### config.mk
export PLATFORM = sky130hd
export DESIGN_NAME = burst_wr_ctrl_flat
export DESIGN_NICKNAME = d
export VERILOG_FILES = /design/src/rtl/burst_wr_pkg.sv /design/src/rtl/burst_wr_ctrl_if.sv /design/src/rtl/burst_len_calc.sv /design/src/rtl/burst_wr_ctrl.sv /design/src/flat_wrapper.sv
export SDC_FILE = /design/constraint.sdc
export NUM_CORES = 1
export LEC_CHECK = 0
export CAP_MARGIN = 40
export CORE_UTILIZATION = 50
export CTS_BUF_LIST = sky130_fd_sc_hd__clkbuf_4 sky130_fd_sc_hd__clkbuf_8 sky130_fd_sc_hd__clkbuf_16
export DETAILED_ROUTE_END_ITERATION = 10
export HOLD_SLACK_MARGIN = 0.08
export PLACE_DENSITY = 0.81
export SLEW_MARGIN = 5
export SYNTH_ARGS = -nofsm -noshare
export SYNTH_HDL_FRONTEND = slang
export SYNTH_SLANG_ARGS = --single-unit
### constraint.sdc
create_clock -name clk -period 4.3 [get_ports clk]
set_input_delay 0.86 -clock clk [delete_from_list [all_inputs] [get_ports clk]]
set_output_delay 0.86 -clock clk [all_outputs]
set_load 0.05 [all_outputs]
### src/rtl/burst_wr_pkg.sv
// Shared types and helpers for the burst write controller.
package burst_wr_pkg;

  typedef enum logic [2:0] {
    IDLE,
    CALC,
    WAIT_DATA,
    BURST,
    DONE,
    WAIT_RELEASE
  } state_t;

  localparam int unsigned CTRL_ABORT_BIT = 0;

  // Legal burst length: min of remaining words, max burst and words left
  // before the next boundary. addr is a byte address.
  function automatic int unsigned burst_len(
    input logic [63:0] rem,
    input logic [63:0] addr,
    input int unsigned max_burst,
    input int unsigned boundary,
    input int unsigned bytes
  );
    logic [63:0] offs;
    logic [63:0] room;
    offs = addr & (64'(boundary) - 64'd1);
    room = (64'(boundary) - offs) / 64'(bytes);
    if (64'(max_burst) < room) room = 64'(max_burst);
    if (rem < room) room = rem;
    return room[31:0];
  endfunction

endpackage

### src/rtl/burst_wr_ctrl_if.sv
// Avalon-MM burst write bus between the controller and the memory bridge.
interface burst_wr_ctrl_if #(
  parameter int unsigned ADDR_W = 32,
  parameter int unsigned DATA_W = 32,
  parameter int unsigned BC_W   = 4
);
  logic [ADDR_W-1:0] address;
  logic [DATA_W-1:0] writedata;
  logic              write;
  logic [BC_W-1:0]   burstcount;
  logic              waitrequest;

  modport master (
    output address, writedata, write, burstcount,
    input  waitrequest
  );

  modport slave (
    input  address, writedata, write, burstcount,
    output waitrequest
  );
endinterface

### src/rtl/burst_len_calc.sv
// Registered burst length for the next burst from remaining words and address.
module burst_len_calc
  import burst_wr_pkg::*;
#(
  parameter  int unsigned ADDR_W         = 32,
  parameter  int unsigned DATA_W         = 32,
  parameter  int unsigned MAX_BURST      = 8,
  parameter  int unsigned BOUNDARY_BYTES = 4096,
  localparam int unsigned BC_W           = $clog2(MAX_BURST) + 1
) (
  input  logic              clk,
  input  logic              reset,
  input  logic              load,
  input  logic [ADDR_W-1:0] rem_words,
  input  logic [ADDR_W-1:0] cur_addr,
  output logic [BC_W-1:0]   blen
);

  // Capture the min-of-three length when the controller asks for it.
  always_ff @(posedge clk or negedge reset) begin
    if (!reset) begin
      blen <= '0;
    end else if (load) begin
      blen <= BC_W'(burst_len(64'(rem_words), 64'(cur_addr), MAX_BURST,
                              BOUNDARY_BYTES, DATA_W / 8));
    end
  end

endmodule

### src/rtl/burst_wr_ctrl.sv
// Drains one packet from a show-ahead FIFO into memory as legal Avalon bursts.
module burst_wr_ctrl
  import burst_wr_pkg::*;
#(
  parameter  int unsigned DATA_W         = 32,
  parameter  int unsigned ADDR_W         = 32,
  parameter  int unsigned MAX_BURST      = 8,
  parameter  int unsigned BOUNDARY_BYTES = 4096,
  parameter  int unsigned USEDW_W        = 9,
  localparam int unsigned BC_W           = $clog2(MAX_BURST) + 1
) (
  input  logic               clk,
  input  logic               reset,
  input  logic               wr_ctrl,
  input  logic [31:0]        control,
  input  logic [ADDR_W-1:0]  pkt_begin,
  input  logic [ADDR_W-1:0]  pkt_end,
  input  logic [ADDR_W-1:0]  write_address,
  input  logic [DATA_W-1:0]  fifo_out,
  input  logic               empty,
  input  logic [USEDW_W-1:0] usedw,
  output logic               rd_from_fifo,
  output logic               wr_ctrl_rdy,
  output logic               done,
  output logic [ADDR_W-1:0]  words_written,
  burst_wr_ctrl_if.master    avm
);

  localparam int unsigned BYTES = DATA_W / 8;

  state_t state, state_nx;

  logic [ADDR_W-1:0] cur_addr;
  logic [ADDR_W-1:0] rem_words;
  logic [ADDR_W-1:0] address_q;
  logic [BC_W-1:0]   burstcount_q;
  logic [BC_W-1:0]   beat_cnt;
  logic [BC_W-1:0]   blen;
  logic              write_q;

  logic              accept;
  logic              calc;
  logic              start;
  logic              last;
  logic              beat;
  logic [ADDR_W-1:0] len_bytes;
  logic [ADDR_W:0]   len_round;
  logic              unused_ctrl;

  // Only the abort bit of control is meaningful.
  assign unused_ctrl = ^control;

  // Packet length in bytes, clamped at zero, rounded up to whole words.
  always_comb begin
    len_bytes = '0;
    if (pkt_end > pkt_begin) len_bytes = pkt_end - pkt_begin;
    len_round = {1'b0, len_bytes} + (ADDR_W + 1)'(BYTES - 1);
  end

  assign beat         = write_q & ~avm.waitrequest;
  assign rd_from_fifo = beat;

  assign avm.address    = address_q;
  assign avm.burstcount = burstcount_q;
  assign avm.write      = write_q;
  assign avm.writedata  = fifo_out;

  burst_len_calc #(
    .ADDR_W        (ADDR_W),
    .DATA_W        (DATA_W),
    .MAX_BURST     (MAX_BURST),
    .BOUNDARY_BYTES(BOUNDARY_BYTES)
  ) u_len_calc (
    .clk      (clk),
    .reset    (reset),
    .load     (calc),
    .rem_words(rem_words),
    .cur_addr (cur_addr),
    .blen     (blen)
  );

  // State register.
  always_ff @(posedge clk or negedge reset) begin
    if (!reset) state <= IDLE;
    else        state <= state_nx;
  end

  // Next-state and control strobes.
  always_comb begin
    state_nx    = state;
    accept      = 1'b0;
    calc        = 1'b0;
    start       = 1'b0;
    last        = 1'b0;
    wr_ctrl_rdy = 1'b0;
    done        = 1'b0;
    case (state)
      IDLE: begin
        wr_ctrl_rdy = 1'b1;
        if (wr_ctrl) begin
          accept   = 1'b1;
          state_nx = CALC;
        end
      end
      CALC: begin
        if (rem_words == '0 || control[CTRL_ABORT_BIT]) begin
          state_nx = DONE;
        end else begin
          calc     = 1'b1;
          state_nx = WAIT_DATA;
        end
      end
      WAIT_DATA: begin
        if (!empty && 32'(usedw) >= 32'(blen)) begin
          start    = 1'b1;
          state_nx = BURST;
        end
      end
      BURST: begin
        if (beat && beat_cnt == blen - 1'b1) begin
          last     = 1'b1;
          state_nx = CALC;
        end
      end
      DONE: begin
        done     = 1'b1;
        state_nx = WAIT_RELEASE;
      end
      WAIT_RELEASE: begin
        if (!wr_ctrl) state_nx = IDLE;
      end
      default: state_nx = IDLE;
    endcase
  end

  // Transfer bookkeeping and Avalon command registers.
  always_ff @(posedge clk or negedge reset) begin
    if (!reset) begin
      cur_addr      <= '0;
      rem_words     <= '0;
      words_written <= '0;
      address_q     <= '0;
      burstcount_q  <= '0;
      beat_cnt      <= '0;
      write_q       <= 1'b0;
    end else begin
      if (accept) begin
        cur_addr      <= write_address;
        rem_words     <= ADDR_W'(len_round / (ADDR_W + 1)'(BYTES));
        words_written <= '0;
      end
      if (start) begin
        address_q    <= cur_addr;
        burstcount_q <= blen;
        beat_cnt     <= '0;
        write_q      <= 1'b1;
      end
      if (beat) begin
        beat_cnt      <= beat_cnt + 1'b1;
        words_written <= words_written + 1'b1;
      end
      if (last) begin
        write_q   <= 1'b0;
        cur_addr  <= cur_addr + ADDR_W'(blen) * ADDR_W'(BYTES);
        rem_words <= rem_words - ADDR_W'(blen);
      end
    end
  end

endmodule
### src/flat_wrapper.sv
// flat-port wrapper written by rule: the top's interface ports become plain ports
module burst_wr_ctrl_flat import burst_wr_pkg::*;
#(
  parameter  int unsigned DATA_W         = 32,
  parameter  int unsigned ADDR_W         = 32,
  parameter  int unsigned MAX_BURST      = 8,
  parameter  int unsigned BOUNDARY_BYTES = 4096,
  parameter  int unsigned USEDW_W        = 9,
  localparam int unsigned BC_W           = $clog2(MAX_BURST) + 1
)
  (clk, reset, wr_ctrl, control, pkt_begin, pkt_end, write_address, fifo_out, empty, usedw, rd_from_fifo, wr_ctrl_rdy, done, words_written, avm_address, avm_writedata, avm_write, avm_burstcount, avm_waitrequest);
  burst_wr_ctrl_if #(.ADDR_W(ADDR_W), .DATA_W(DATA_W)) avm_i ();
  input  logic clk;
  input  logic reset;
  input  logic wr_ctrl;
  input  logic [31:0] control;
  input  logic [ADDR_W-1:0] pkt_begin;
  input  logic [ADDR_W-1:0] pkt_end;
  input  logic [ADDR_W-1:0] write_address;
  input  logic [DATA_W-1:0] fifo_out;
  input  logic empty;
  input  logic [USEDW_W-1:0] usedw;
  output logic rd_from_fifo;
  output logic wr_ctrl_rdy;
  output logic done;
  output logic [ADDR_W-1:0] words_written;
  output wire logic [$bits(avm_i.address)-1:0] avm_address;
  output wire logic [$bits(avm_i.writedata)-1:0] avm_writedata;
  output wire logic [$bits(avm_i.write)-1:0] avm_write;
  output wire logic [$bits(avm_i.burstcount)-1:0] avm_burstcount;
  input wire logic [$bits(avm_i.waitrequest)-1:0] avm_waitrequest;
  assign avm_address = avm_i.address;
  assign avm_writedata = avm_i.writedata;
  assign avm_write = avm_i.write;
  assign avm_burstcount = avm_i.burstcount;
  assign avm_i.waitrequest = avm_waitrequest;
  burst_wr_ctrl #(.DATA_W(DATA_W), .ADDR_W(ADDR_W), .MAX_BURST(MAX_BURST), .BOUNDARY_BYTES(BOUNDARY_BYTES), .USEDW_W(USEDW_W)) u_core (.clk(clk), .reset(reset), .wr_ctrl(wr_ctrl), .control(control), .pkt_begin(pkt_begin), .pkt_end(pkt_end), .write_address(write_address), .fifo_out(fifo_out), .empty(empty), .usedw(usedw), .rd_from_fifo(rd_from_fifo), .wr_ctrl_rdy(wr_ctrl_rdy), .done(done), .words_written(words_written), .avm(avm_i));
endmodule
---- Yosys cells after proc, flatten, opt, wreduce, memory -nomap -nowiden ----
Index checks and enable logic that the tools add are counted.
storage, ports and cells
  output and inout port bits .............. 104
  bits in registers ....................... 144
  input bits .............................. 174
  word-level logic and storage cells ...... 74
operators by class
  equality and inequality tests ........... 10
  muxes and demuxes ....................... 30
  $add $sub $neg .......................... 8
  bitwise gates (word level) .............. 2
  magnitude comparators ................... 4
  reduce and logical (&&, ||, !) cells .... 11
operators with widths
  cell                    number
  $mux 32                 7
  $lt 32x64->1            1
  $mux 64                 1
  $lt 4x62->1 const A     1
  $mux 62                 1
  $add 32x2->33 const B   1
  $add 32x1->32 const B   1
  $add 32x6->32           1
  $gt 32x32->1            1
  $logic_not 32->1        1
  $sub 32x32->32          1
  $sub 32x4->32           1
  $pmux 3 s6              1
  $mux 3                  5
  $sub 13x12->14 const A  1
  $mux 1                  12
  $mux 4                  3
  $ge 9x4->1              1
  $reduce_bool 2->1       4
  $eq 3x2->1 const B      2
  $eq 3x3->1 const B      2
  $add 4x1->4 const B     1
  $eq 4x4->1              1
  $ne 2x1->1 const B      2
  other kinds (10)        12

---- Logic depth before layout (Yosys ltp) ----
  depth after elaboration ................. 7
  gate-level depth with buffers ........... 14
  mapped depth without buffers ............ 13

---- Cells and area by module ----
Synthesis repeated with hierarchy kept, for this count alone.
unflattened totals
  cell total of the unflattened synthesis .. 1327
  area total of the unflattened synthesis .. 11055.6 µm²
by module, submodules not included
  module          times used  sequential area each (µm²)  area an instance (µm²)  cells an instance
  burst_wr_ctrl   1           3503.4                      10447.5                 1253
  burst_len_calc  1           100.1                       608.1                   74

---- Worst setup path before layout ----
Ideal clock, no wire load.
  kind .................................... input port to flip-flop
  start point ............................. input pkt_end[0]
  end point ............................... register u_core.rem_words[28]
  buffers on the path ..................... 1
  library setup time ...................... 126 ps
  stages .................................. 14
  required time ........................... 4174 ps
  setup slack ............................. -75 ps
  arrival time ............................ 4248 ps
  cell sequence ........................... inv_1 > ha_1 > fa_1 > xor2_1 > a21o_1 > nor3b_1 > and4bb_2 > o311ai_2 > or4_1 > buf_2 > nor4_4 > nand4b_1 > mux2i_1 > a311o_1
on the way
  cells in the longest elaborated chain, start to end .. 5
  elaborated cells between the ends (all ways) .. 6
  those cells by class .................... 2 x add/sub; 1 x order compare; 3 x mux
RTL lines
  what                                            RTL line              text
  start, declared                                 flat_wrapper.sv:18    input logic [ADDR_W-1:0] pkt_end;
  $sub 32x32->32 or $gt 32x32->1 (tied branches)  burst_wr_ctrl.sv:56   if (pkt_end > pkt_begin) len_bytes = pkt_end - pkt_begin;
  $mux 32 (*)                                     burst_wr_ctrl.sv:56
  $add 32x2->33 (*)                               burst_wr_ctrl.sv:57   len_round = {1'b0, len_bytes} + (ADDR_W + 1)'(BYTES - 1);
  $mux 32 (*)                                     burst_wr_ctrl.sv:147  if (accept) begin
  $mux 32 (*)                                     burst_wr_ctrl.sv:162  if (last) begin
  end signal, assigned                            burst_wr_ctrl.sv:149  rem_words <= ADDR_W'(len_round / (ADDR_W + 1)'(BYTES));
  end signal, assigned                            burst_wr_ctrl.sv:165  rem_words <= rem_words - ADDR_W'(blen);
  end, declared                                   burst_wr_ctrl.sv:34   logic [ADDR_W-1:0] rem_words;
Mark *: on every way between the ends. The rest lies on a longest branch, timed or not. The select of a mux whose other input is x is not followed.
A chain may end at the register's enable or synchronous reset.

---- Worst setup path after layout ----
  start point ............................. input pkt_begin[3]
  end point ............................... register u_core.rem_words[29]
on the way
  cells in the longest elaborated chain, start to end .. 5
  elaborated cells between the ends (all ways) .. 6
  those cells by class .................... 2 x add/sub; 1 x order compare; 3 x mux
RTL lines
  what                                            RTL line              text
  start, declared                                 flat_wrapper.sv:17    input logic [ADDR_W-1:0] pkt_begin;
  $sub 32x32->32 or $gt 32x32->1 (tied branches)  burst_wr_ctrl.sv:56
  $mux 32 (*)                                     burst_wr_ctrl.sv:56
  $add 32x2->33 (*)                               burst_wr_ctrl.sv:57
  $mux 32 (*)                                     burst_wr_ctrl.sv:147
  $mux 32 (*)                                     burst_wr_ctrl.sv:162
Marks and branches as above.

==> metrics.csv <==
metric,value,unit
CTS root buffer,clkbuf_16,
cts hold-fix bufs,0,
DR iter-0 viols,843,
core region area,21900,µm²
clock buffer depth,2,
initial core utilization,0.513,
main combinational cell family by area after synthesis,simple AND/OR/NAND/NOR gates,
Antenna Cells,0,
CP Capture Type,flip-flop,
first-pass GRT wire length,52800,µm
vias,11400,
final wirelength,31600,µm
Area Overhead vs Synth,32.2,%
initial antenna violation count,0,
relative slew slack,0.482,
Cell variety after synth,79,
Detailed Place HPWL,23600,µm
Synth area leader,dfrtp_1,
Worst-Skew Late Latency,0.43,ns
CTS Sinks,144,
"Async S/R FF share, synth",1.00,
Setup WS pre-CTS,-0.480,ns
status,completed,
total track usage,0.273,
# DRC,0,
CP arrival,4.55,ns
Final ANT Viol Nets,0,
yosys synthesis warning count,0,
clk slew on worst S/H paths,0.06,ns
CP Class,in2reg,
clk_skew,0.00642,ns
worst hold margin,0.450,ns
number of port buffers,182,
Min-Delay Path Class,in2async,
CTS buffer count,17,
Post-synth EDFFs,0,
Area contributors post-synth,"dfrtp_1 (32%), ha_1 (6.2%), nand2_1 (4.9%), o21ai_0 (4.0%), a21oi_1 (3.9%)",
CP Data Required Time,4.67,ns
GP Congestion,0.900,
placed cells,1884,
synthesized area per cell,8.30,µm²
# nets final,1859,
Ports,278,
Total Power,0.00693,W
Synth Area in Compound Gates,0.210,
P per Cell Area,467,nW/µm²
pin count of the biggest net entering global routing,77,
utilization after layout,0.678,
Seq cells post-synth,144,
DIE WIDTH,152,µm
FP Rows,54,
P_leak,6.54,nW
PnR worst setup slack,0.120,ns
wl on met1,13400,µm
Synth Flop Type,dfrtp_1,
die area,23000,µm²
share of the synthesized area in the top cell type,0.321,
Final Max Tran Viols,0,
post-synthesis sequential area ratio,0.321,
CP startpoint kind,primary input,
Post-Synth XOR/XNOR Area,0.0367,
vias in the first global route,11100,
Wirelength per Cell,16.5,µm
Fin. Hold Viols,0,
First-pass DRT Iterations,5,
post-synthesis simple-gate area fraction,0.245,
H-Tree Depth,4,
Top Layer Used,met4,
GR Overflow Total,0,
Mapped Cells,1352,
Worst Max-Slew Pin Slew,0.775,ns
Setup crit start,pkt_begin[3],
final setup violation count,0,
Detail Route met2 WL,15600,µm
die height,152,µm
ratio of cells with drive above 1 in the final layout,0.176,
Mapped Area,11200,µm²
multiplexer area fraction after synthesis,0.0577,
worst-path fanout max,5,
CTS tree,yes,
max cap viols,0,
WL met3,1690,µm
crit path time final,4.18,ns
Non-Filler Instances,1918,
Reg2Reg Launch Point,u_core.rem_words[4]$_DFFE_PN0P_,
fin crit share,0.972,
maximum VDD drop,0.329,mV
Fmax,239,MHz
Via-to-Cell Ratio,5.95,
adder-cell area share of the yosys netlist,0.0678,
[cell usage after synthesis (all sizes together), types with 5 or more instances]
master,count
nor2b,10
nand3,62
nand4,23
o311ai,6
a211oi,17
or2,11
inv,57
mux2,38
o22ai,11
dfrtp,144
a31o,9
o31ai,12
a221o,6
o211a,7
nand3b,7
a21boi,6
nor3b,9
buf,50
xnor2,33
nand2b,12
a21oi,88
o21ai,96
clkbuf,41
ha,56
nand2,148
a2111oi,5
o21a,8
o2111ai,5
and2,12
or4,10
nor4,17
nor3,51
a21o,21
nor4bb,5
xor2,14
nor2,95
and3,26
a31oi,13
mux2i,22
and4,10
o211ai,19
or3,21
[critical path, stage by stage]
cell and delay (ns):
clkdlybuf4s50_1 0.47, inv_1 0.04, ha_1 0.39, and3_4 0.25, o21ai_2 0.11, a2111oi_4 0.44
buf_4 0.20, nor3_1 0.06, buf_4 0.14, o21ai_0 0.30, a31oi_1 0.18, or4_1 0.53
a21o_1 0.18, mux2i_1 0.24, a211o_1 0.14
[cells in the final DEF, fill, tap and decap left out, types with 22 or more instances in the layout]
cell / synthesis / final
clkdlybuf4s50_1: 0 / 178
buf_4: 32 / 159
nand2_1: 148 / 148
dfrtp_1: 144 / 144
nor2_1: 94 / 93
o21ai_0: 89 / 88
a21oi_1: 87 / 84
nand3_1: 62 / 62
inv_1: 57 / 56
ha_1: 56 / 55
nor3_1: 50 / 49
mux2_2: 38 / 38
xnor2_1: 33 / 33
and3_1: 26 / 25
nand4_1: 23 / 23
mux2i_1: 22 / 22
[through the flow]
step	area (µm²)	TNS, ns
2_1_floorplan	11200	0
3_3_place_gp	14100	-3.72
3_5_place_dp	14100	-4.75
4_1_cts	14700	0
5_1_grt	14800	-0.240
6_report	14800	0
[path summary, 6_finish.rpt]
path,end,slack (ns),cells past startpoint
setup / recovery,u_core.rem_words[29]$_DFFE_PN0P_,0.12,15
hold / removal,u_core.words_written[2]$_DFFE_PN0P_,0.45,1
setup reg to reg,u_core.rem_words[30]$_DFFE_PN0P_,0.60,10
hold reg to reg,u_core.words_written[31]$_DFFE_PN0P_,0.49,1
max in group asynchronous,u_core.avm.address[8]$_DFFE_PN0P_,3.02,2
min in group clk,u_core.words_written[31]$_DFFE_PN0P_,0.49,1
[cells by family after synthesis]
| kind of cell | count (synthesis) |
|---|---|
| compound gates | 358 |
| xor+xnor | 47 |
| fa+ha+maj | 59 |
| buf+inv | 148 |
| flops | 144 |
| mux | 60 |
| other cells | 1 |
| simple gates | 535 |
[final cells by class]
| type | instances | area [µm²] |
|---|---|---|
| fillers | 1746 | 7050 |
| flip-flops and latches | 144 | 3600 |
| clock inverters | 13 | 113 |
| well taps | 280 | 350 |
| clock buffers | 18 | 439 |
| repair buffers | 341 | 3030 |
| multi-input cells | 1065 | 7090 |
| inverters | 57 | 214 |
[report_power, final]
part,switching [W],internal (W)
sequential,0.000532,0.00183
combinational,0.00180,0.00139
clock,0.000583,0.000806
[layer usage]
metal | vias to the layer above | global-route usage
li1 | 5486 | -
met1 | 5438 | 0.343
met2 | 401 | 0.474
met3 | 81 | 0.0391
met4 | 0 | 0.100
met5 | - | 0
[state kept, by name, summed over array words and instances (netlist names)]
signal	flops
u_core.u_len_calc.blen	4
u_core.words_written	32
u_core.rem_words	32
u_core.cur_addr	32
u_core.avm.burstcount	4
u_core.state	3
u_core.beat_cnt	4
u_core.avm.address	32
u_core.avm.write	1
[timing repair]
| item | in CTS | in global routing |
|---|---|---|
| gates resized for setup | 0 | 28 |
| setup buffers | 0 | 3 |
| pin swaps | 1 | 16 |
| endpoints found under the hold margin | 0 | 0 |
| endpoints found under the setup margin | 1 | 13 |
| cloned | 0 | 0 |
(Power assumes the default switching activity.)
